### src/rtl/nw_traceback_ctrl.sv
// Needleman-Wunsch traceback sequencer: walks the direction RAM from (len_a, len_b) to (0,0)
// and emits one aligned column per step. Define TRACE_ERR_EN to abort on illegal direction 11.
module nw_traceback_ctrl #(
    parameter int unsigned N       = 128,
    parameter int unsigned BitAddr = $clog2(N)
) (
    input  logic               clk,
    input  logic               rst,
    input  logic               start,
    input  logic [BitAddr:0]   len_a,
    input  logic [BitAddr:0]   len_b,
    output logic [BitAddr:0]   dir_i,
    output logic [BitAddr:0]   dir_j,
    input  logic [1:0]         dir_data,
    output logic [BitAddr:0]   seq_a_addr,
    input  logic [2:0]         seq_a_data,
    output logic [BitAddr:0]   seq_b_addr,
    input  logic [2:0]         seq_b_data,
    output logic               en_traceA,
    output logic               en_traceB,
    output logic [BitAddr:0]   k,
    output logic [2:0]         sym_a,
    output logic [2:0]         sym_b,
    output logic               busy,
    output logic               done,
    output logic [BitAddr:0]   align_len,
    output logic               err
);

    localparam int unsigned W = BitAddr + 1;

    localparam logic [W-1:0] Zero = '0;
    localparam logic [W-1:0] One  = {{(W-1){1'b0}}, 1'b1};

    localparam logic [1:0] DirDiag = 2'b00;
    localparam logic [1:0] DirUp   = 2'b01;
    localparam logic [1:0] DirLeft = 2'b10;
    localparam logic [1:0] DirBad  = 2'b11;

    localparam logic [2:0] SymGap = 3'b100;

    typedef enum logic [2:0] {
        StIdle,
        StRead,
        StWait,
        StWrite,
        StFin
    } state_e;

    state_e         state_q, state_d;
    logic [W-1:0]   i_q, i_d;
    logic [W-1:0]   j_q, j_d;
    logic [W-1:0]   k_q, k_d;
    logic [W-1:0]   a_addr_q, a_addr_d;
    logic [W-1:0]   b_addr_q, b_addr_d;
    logic [1:0]     dir_q, dir_d;
    logic           en_q, en_d;
    logic [2:0]     sym_a_q, sym_a_d;
    logic [2:0]     sym_b_q, sym_b_d;
    logic           busy_q, busy_d;
    logic           done_q, done_d;
    logic [W-1:0]   align_q, align_d;
    logic           err_q, err_d;
    logic [1:0]     eff_dir;

    // Matrix edges override the RAM: on row 0 only left moves remain, on column 0 only up moves.
    always_comb begin
        if (i_q == Zero) begin
            eff_dir = DirLeft;
        end else if (j_q == Zero) begin
            eff_dir = DirUp;
        end else begin
            eff_dir = dir_data;
        end
`ifndef TRACE_ERR_EN
        if (eff_dir == DirBad) begin
            eff_dir = DirDiag;
        end
`endif
    end

    always_comb begin
        state_d  = state_q;
        i_d      = i_q;
        j_d      = j_q;
        k_d      = k_q;
        a_addr_d = a_addr_q;
        b_addr_d = b_addr_q;
        dir_d    = dir_q;
        en_d     = 1'b0;
        sym_a_d  = sym_a_q;
        sym_b_d  = sym_b_q;
        busy_d   = busy_q;
        done_d   = 1'b0;
        align_d  = align_q;
        err_d    = err_q;

        unique case (state_q)
            StIdle: begin
                if (start) begin
                    i_d      = len_a;
                    j_d      = len_b;
                    k_d      = Zero;
                    a_addr_d = len_a - One;
                    b_addr_d = len_b - One;
                    err_d    = 1'b0;
                    busy_d   = 1'b1;
                    state_d  = StRead;
                end
            end

            StRead: begin
                if (i_q == Zero && j_q == Zero) begin
                    done_d  = 1'b1;
                    align_d = k_q;
                    state_d = StFin;
                end else begin
                    state_d = StWait;
                end
            end

            StWait: begin
                dir_d   = eff_dir;
                en_d    = 1'b1;
                sym_a_d = (eff_dir == DirLeft) ? SymGap : seq_a_data;
                sym_b_d = (eff_dir == DirUp)   ? SymGap : seq_b_data;
                state_d = StWrite;
`ifdef TRACE_ERR_EN
                if (eff_dir == DirBad) begin
                    dir_d   = dir_q;
                    en_d    = 1'b0;
                    sym_a_d = sym_a_q;
                    sym_b_d = sym_b_q;
                    err_d   = 1'b1;
                    done_d  = 1'b1;
                    align_d = k_q;
                    state_d = StFin;
                end
`endif
            end

            StWrite: begin
                k_d = k_q + One;
                if (dir_q != DirLeft && i_q != Zero) begin
                    i_d = i_q - One;
                end
                if (dir_q != DirUp && j_q != Zero) begin
                    j_d = j_q - One;
                end
                a_addr_d = i_d - One;
                b_addr_d = j_d - One;
                state_d  = StRead;
            end

            StFin: begin
                busy_d  = 1'b0;
                state_d = StIdle;
            end

            default: begin
                state_d = StIdle;
            end
        endcase
    end

    always_ff @(posedge clk or posedge rst) begin
        if (rst) begin
            state_q  <= StIdle;
            i_q      <= '0;
            j_q      <= '0;
            k_q      <= '0;
            a_addr_q <= '0;
            b_addr_q <= '0;
            dir_q    <= DirDiag;
            en_q     <= 1'b0;
            sym_a_q  <= '0;
            sym_b_q  <= '0;
            busy_q   <= 1'b0;
            done_q   <= 1'b0;
            align_q  <= '0;
            err_q    <= 1'b0;
        end else begin
            state_q  <= state_d;
            i_q      <= i_d;
            j_q      <= j_d;
            k_q      <= k_d;
            a_addr_q <= a_addr_d;
            b_addr_q <= b_addr_d;
            dir_q    <= dir_d;
            en_q     <= en_d;
            sym_a_q  <= sym_a_d;
            sym_b_q  <= sym_b_d;
            busy_q   <= busy_d;
            done_q   <= done_d;
            align_q  <= align_d;
            err_q    <= err_d;
        end
    end

    assign dir_i      = i_q;
    assign dir_j      = j_q;
    assign seq_a_addr = a_addr_q;
    assign seq_b_addr = b_addr_q;
    assign en_traceA  = en_q;
    assign en_traceB  = en_q;
    assign k          = k_q;
    assign sym_a      = sym_a_q;
    assign sym_b      = sym_b_q;
    assign busy       = busy_q;
    assign done       = done_q;
    assign align_len  = align_q;
    assign err        = err_q;

endmodule

### config.mk
export PLATFORM = sky130hd
export DESIGN_NAME = nw_traceback_ctrl
export DESIGN_NICKNAME = d
export VERILOG_FILES = /design/src/rtl/nw_traceback_ctrl.sv
export SDC_FILE = /design/constraint.sdc
export NUM_CORES = 1
export LEC_CHECK = 0
export CELL_PAD_IN_SITES_DETAIL_PLACEMENT = 1
export CELL_PAD_IN_SITES_GLOBAL_PLACEMENT = 2
export CORE_MARGIN = 8
export CORE_UTILIZATION = 28
export CTS_CLUSTER_DIAMETER = 150
export CTS_CLUSTER_SIZE = 14
export DETAILED_ROUTE_END_ITERATION = 8
export GPL_TIMING_DRIVEN = 0
export PLACE_DENSITY = 0.8
export SYNTH_ARGS = -nofsm -noshare
export SYNTH_HDL_FRONTEND = slang
export SYNTH_SLANG_ARGS = --single-unit
export TNS_END_PERCENT = 30
### constraint.sdc
create_clock -name clk -period 3.3 [get_ports clk]
set_input_delay 0.495 -clock clk [delete_from_list [all_inputs] [get_ports clk]]
set_output_delay 0.495 -clock clk [all_outputs]
set_load 0.03 [all_outputs]
==> results.tsv, run 1 <==
metric	value	unit
path_buf_inv	2	
async_flop_share	100.0	%
slowest_delay	0.44	ns
setup_ws	0.3849	ns
worst_path_max_delay_cell	dfrtp_1	
synth_ff_type	dfrtp_1	
arrival	3.17	ns
cp_top_family	simple AND/OR/NAND/NOR gates	
ir_drop	0.4591	mV
synth_edf_count	0	
period_share	88.34	%
fmax	343.0	MHz
fin_nets	498	
min_path_type	reg2reg	
pre_cts_slack	0.2730	ns
grt_pass1_vias	3357	
power_density	1095	nW/µm²
ios	86	
ant_nets	0	
die_h	123.7	µm
wirelength	10.96	mm
diodes	0	
fin_crit	2.915	ns
placed_cell_area	4287	µm²
path_clk_slew	0.06	ns
gp_congestion	0.7837	
total_leakage_power	1.955	nW
fp.coreArea	11370	µm²
drc	0	
finalMaxSlewViolations	0	
ys_seq_elements	62	
clock-sinks	62	
grt_use_total	14.91	%
setup_viol	0	
grt_max_degree	37	
synthDistinctLibCells	50	
path_cells	nand3b_1 -> clkbuf_2 -> clkbuf_1 -> nor2_1 -> a21oi_1 -> ha_1 -> nand3_1 -> or3_1 -> a31oi_1	
worst_pin_slew	0.6554	ns
maxCapViolations	0	
finalInstanceArea	4564	µm²
cts_tree	built	
die_area	15300	µm²
syn-num-nets	402	
multi_input_area	1579	µm²
avgSynthCellArea	8.799	µm²
wl_per_cell	17.88	µm
cts_buffers	9	
drt_first_pass_iters	4	
mostFrequentLayoutCells	clkdlybuf4s50_1, nand2_1, dfrtp_1	
drive_gt1_share	6.383	%
grt_pass1_wl	17.68	mm
finalHoldViolations	0	
rsz0062_at_grt	false	
syn_area	3247	µm²
ctsHoldBuffers	0	
yosysWarnings	0	
row_count	39	
mostFrequentLayoutCell	clkdlybuf4s50_1	
grt_antenna_before_repair	0	
fin_skew	0.01085	ns
seqCellArea	1551	µm²
gr-total-overflow	0	
initial_core_util	28.56	%
vias_per_cell	5.038	
fin_cells	613	
port_buffers	84	
worstSetupStartpointType	flip-flop	
vias	3088	
fill_cells	1352	
ctsHtreeMaxLevel	3	
slew_headroom	55.90	%
cp_max_fo	10	
hp-start	align_len[7]$_DFFE_PP0P_	
place_hpwl	8.365	mm
r2r-start	state_q[2]$_DFFE_PP0P_	
area_growth	40.58	%
drt-initial-drc-count	122	
critical_path_class	reg2reg	
clk_root_buffer_cell	clkbuf_16	
cp.required	3.55	ns
dp.cells	597	
clk_path_buf_depth	2	
startpoint	state_q[2]$_DFFE_PP0P_	
crit_path_end_kind	flip-flop	
synth_cells	369	
status	finished, final reports clean	
clk_latency	0.34	ns
yosysSeqAreaShare	47.78	%
totalPowerFinal	5.000	mW
die_w	123.7	µm
registers in the layout, indices dropped and copies added (netlist names), 3 cells and up:
name        flops
dir_i           8
seq_b_addr      8
state_q         3
sym_a           3
align_len       8
dir_j           8
k               8
seq_a_addr      8
sym_b           3
worst register-to-register path, cell delays in order, from the launching register on:
cell      delay (ns)
dfrtp_1         0.44
nand3b_1        0.40
clkbuf_2        0.33
clkbuf_1        0.43
nor2_1          0.11
a21oi_1         0.20
ha_1            0.25
nand3_1         0.14
or3_1           0.33
a31oi_1         0.20
report_power, final:
part	leakage [nW]	total, mW	switching [mW]	internal [mW]
Sequential	0.765	1.40	0.343	1.06
Clock	0.131	0.883	0.375	0.509
Combinational	1.06	2.72	1.67	1.05
path summary, 6_finish.rpt:
check                                                 end  slack, ns  cells after the start
worst min register to register   align_len[7]$_DFFE_PP0P_       0.48                      2
worst min-delay path             align_len[7]$_DFFE_PP0P_       0.48                      2
min in group asynchronous                busy$_DFFE_PP0P_       0.58                      2
worst max register to register  seq_a_addr[6]$_DFFE_PP0P_       0.38                      9
worst max-delay path            seq_a_addr[6]$_DFFE_PP0P_       0.38                      9
max in group asynchronous       seq_b_addr[7]$_DFFE_PP0P_       2.10                      3
synthesized netlist by cell type (5+ instances only):
library cell	number	area share, %
o21ai_0	22	3.4
dfrtp_1	62	48
inv_1	13	1.5
nand2_1	66	7.6
xnor2_1	6	1.6
a21oi_1	20	3.1
ha_1	6	2.3
clkbuf_1	13	1.5
xor2_1	11	3.0
nor2_1	46	5.3
a31oi_1	8	1.5
or4_1	5	1.2
or3_1	5	0.96
nand3_1	12	1.8
nand2b_1	5	0.96
routing by layer:
metal  vias up  track usage [%]  wire length, µm  part of all wire, %
met5         -                0                0                    0
met4         0            5.267              149                  1.4
met3        11            3.581              669                  6.1
met2        70            25.51             5350                   49
met1      1530            17.90             4790                   44
li1       1477                -                -                    -
cell families after synthesis:
group,synth area share (%)
compound gates,15.41
xor+xnor,4.586
fa+ha+maj,2.312
buf+inv,3.584
flops,47.78
mux,1.272
other cells,0.1155
simple gates,24.93
what timing repair did:
item                                    in CTS  in global routing
setup buffers                                0                  0
hold endpoints to repair                     0                  0
resized for setup                            0                  2
endpoints found under the setup margin       0                  1
area by class of cell:
class / instances / share of cell area, %
inverter: 14 / 1.151
timing repair buffer: 85 / 18.86
buffer: 15 / 1.425
clock inverter: 7 / 1.124
clock buffer: 9 / 4.934
multi-input combinational: 278 / 34.59
sequential: 62 / 33.99
tap: 143 / 3.920
metrics by stage:
stage / setup TNS [ns] / hold slack, ns / util (%)
floorplan: 0 / 0.4872 / -
global placement: -1.162 / 0.4563 / 37.53
detailed placement: 0 / 0.4664 / 37.70
CTS: 0 / 0.4811 / 40.13
global route: 0 / 0.5055 / 40.15
finish: 0 / 0.4786 / 40.15
(Power assumes the default switching activity.)
==> run 2: changes to the inputs <==
--- a/config.mk
+++ b/config.mk
@@ -9,12 +9,12 @@
 export CELL_PAD_IN_SITES_GLOBAL_PLACEMENT = 2
 export CORE_MARGIN = 8
 export CORE_UTILIZATION = 28
-export CTS_CLUSTER_DIAMETER = 150
 export CTS_CLUSTER_SIZE = 14
 export DETAILED_ROUTE_END_ITERATION = 8
+export GPL_ROUTABILITY_DRIVEN = 1
 export GPL_TIMING_DRIVEN = 0
 export PLACE_DENSITY = 0.8
 export SYNTH_ARGS = -nofsm -noshare
 export SYNTH_HDL_FRONTEND = slang
 export SYNTH_SLANG_ARGS = --single-unit
-export TNS_END_PERCENT = 30
+export TNS_END_PERCENT = 10
==> results of run 2 <==
The final DEF is identical to that of run 1; final timing and power are the same.
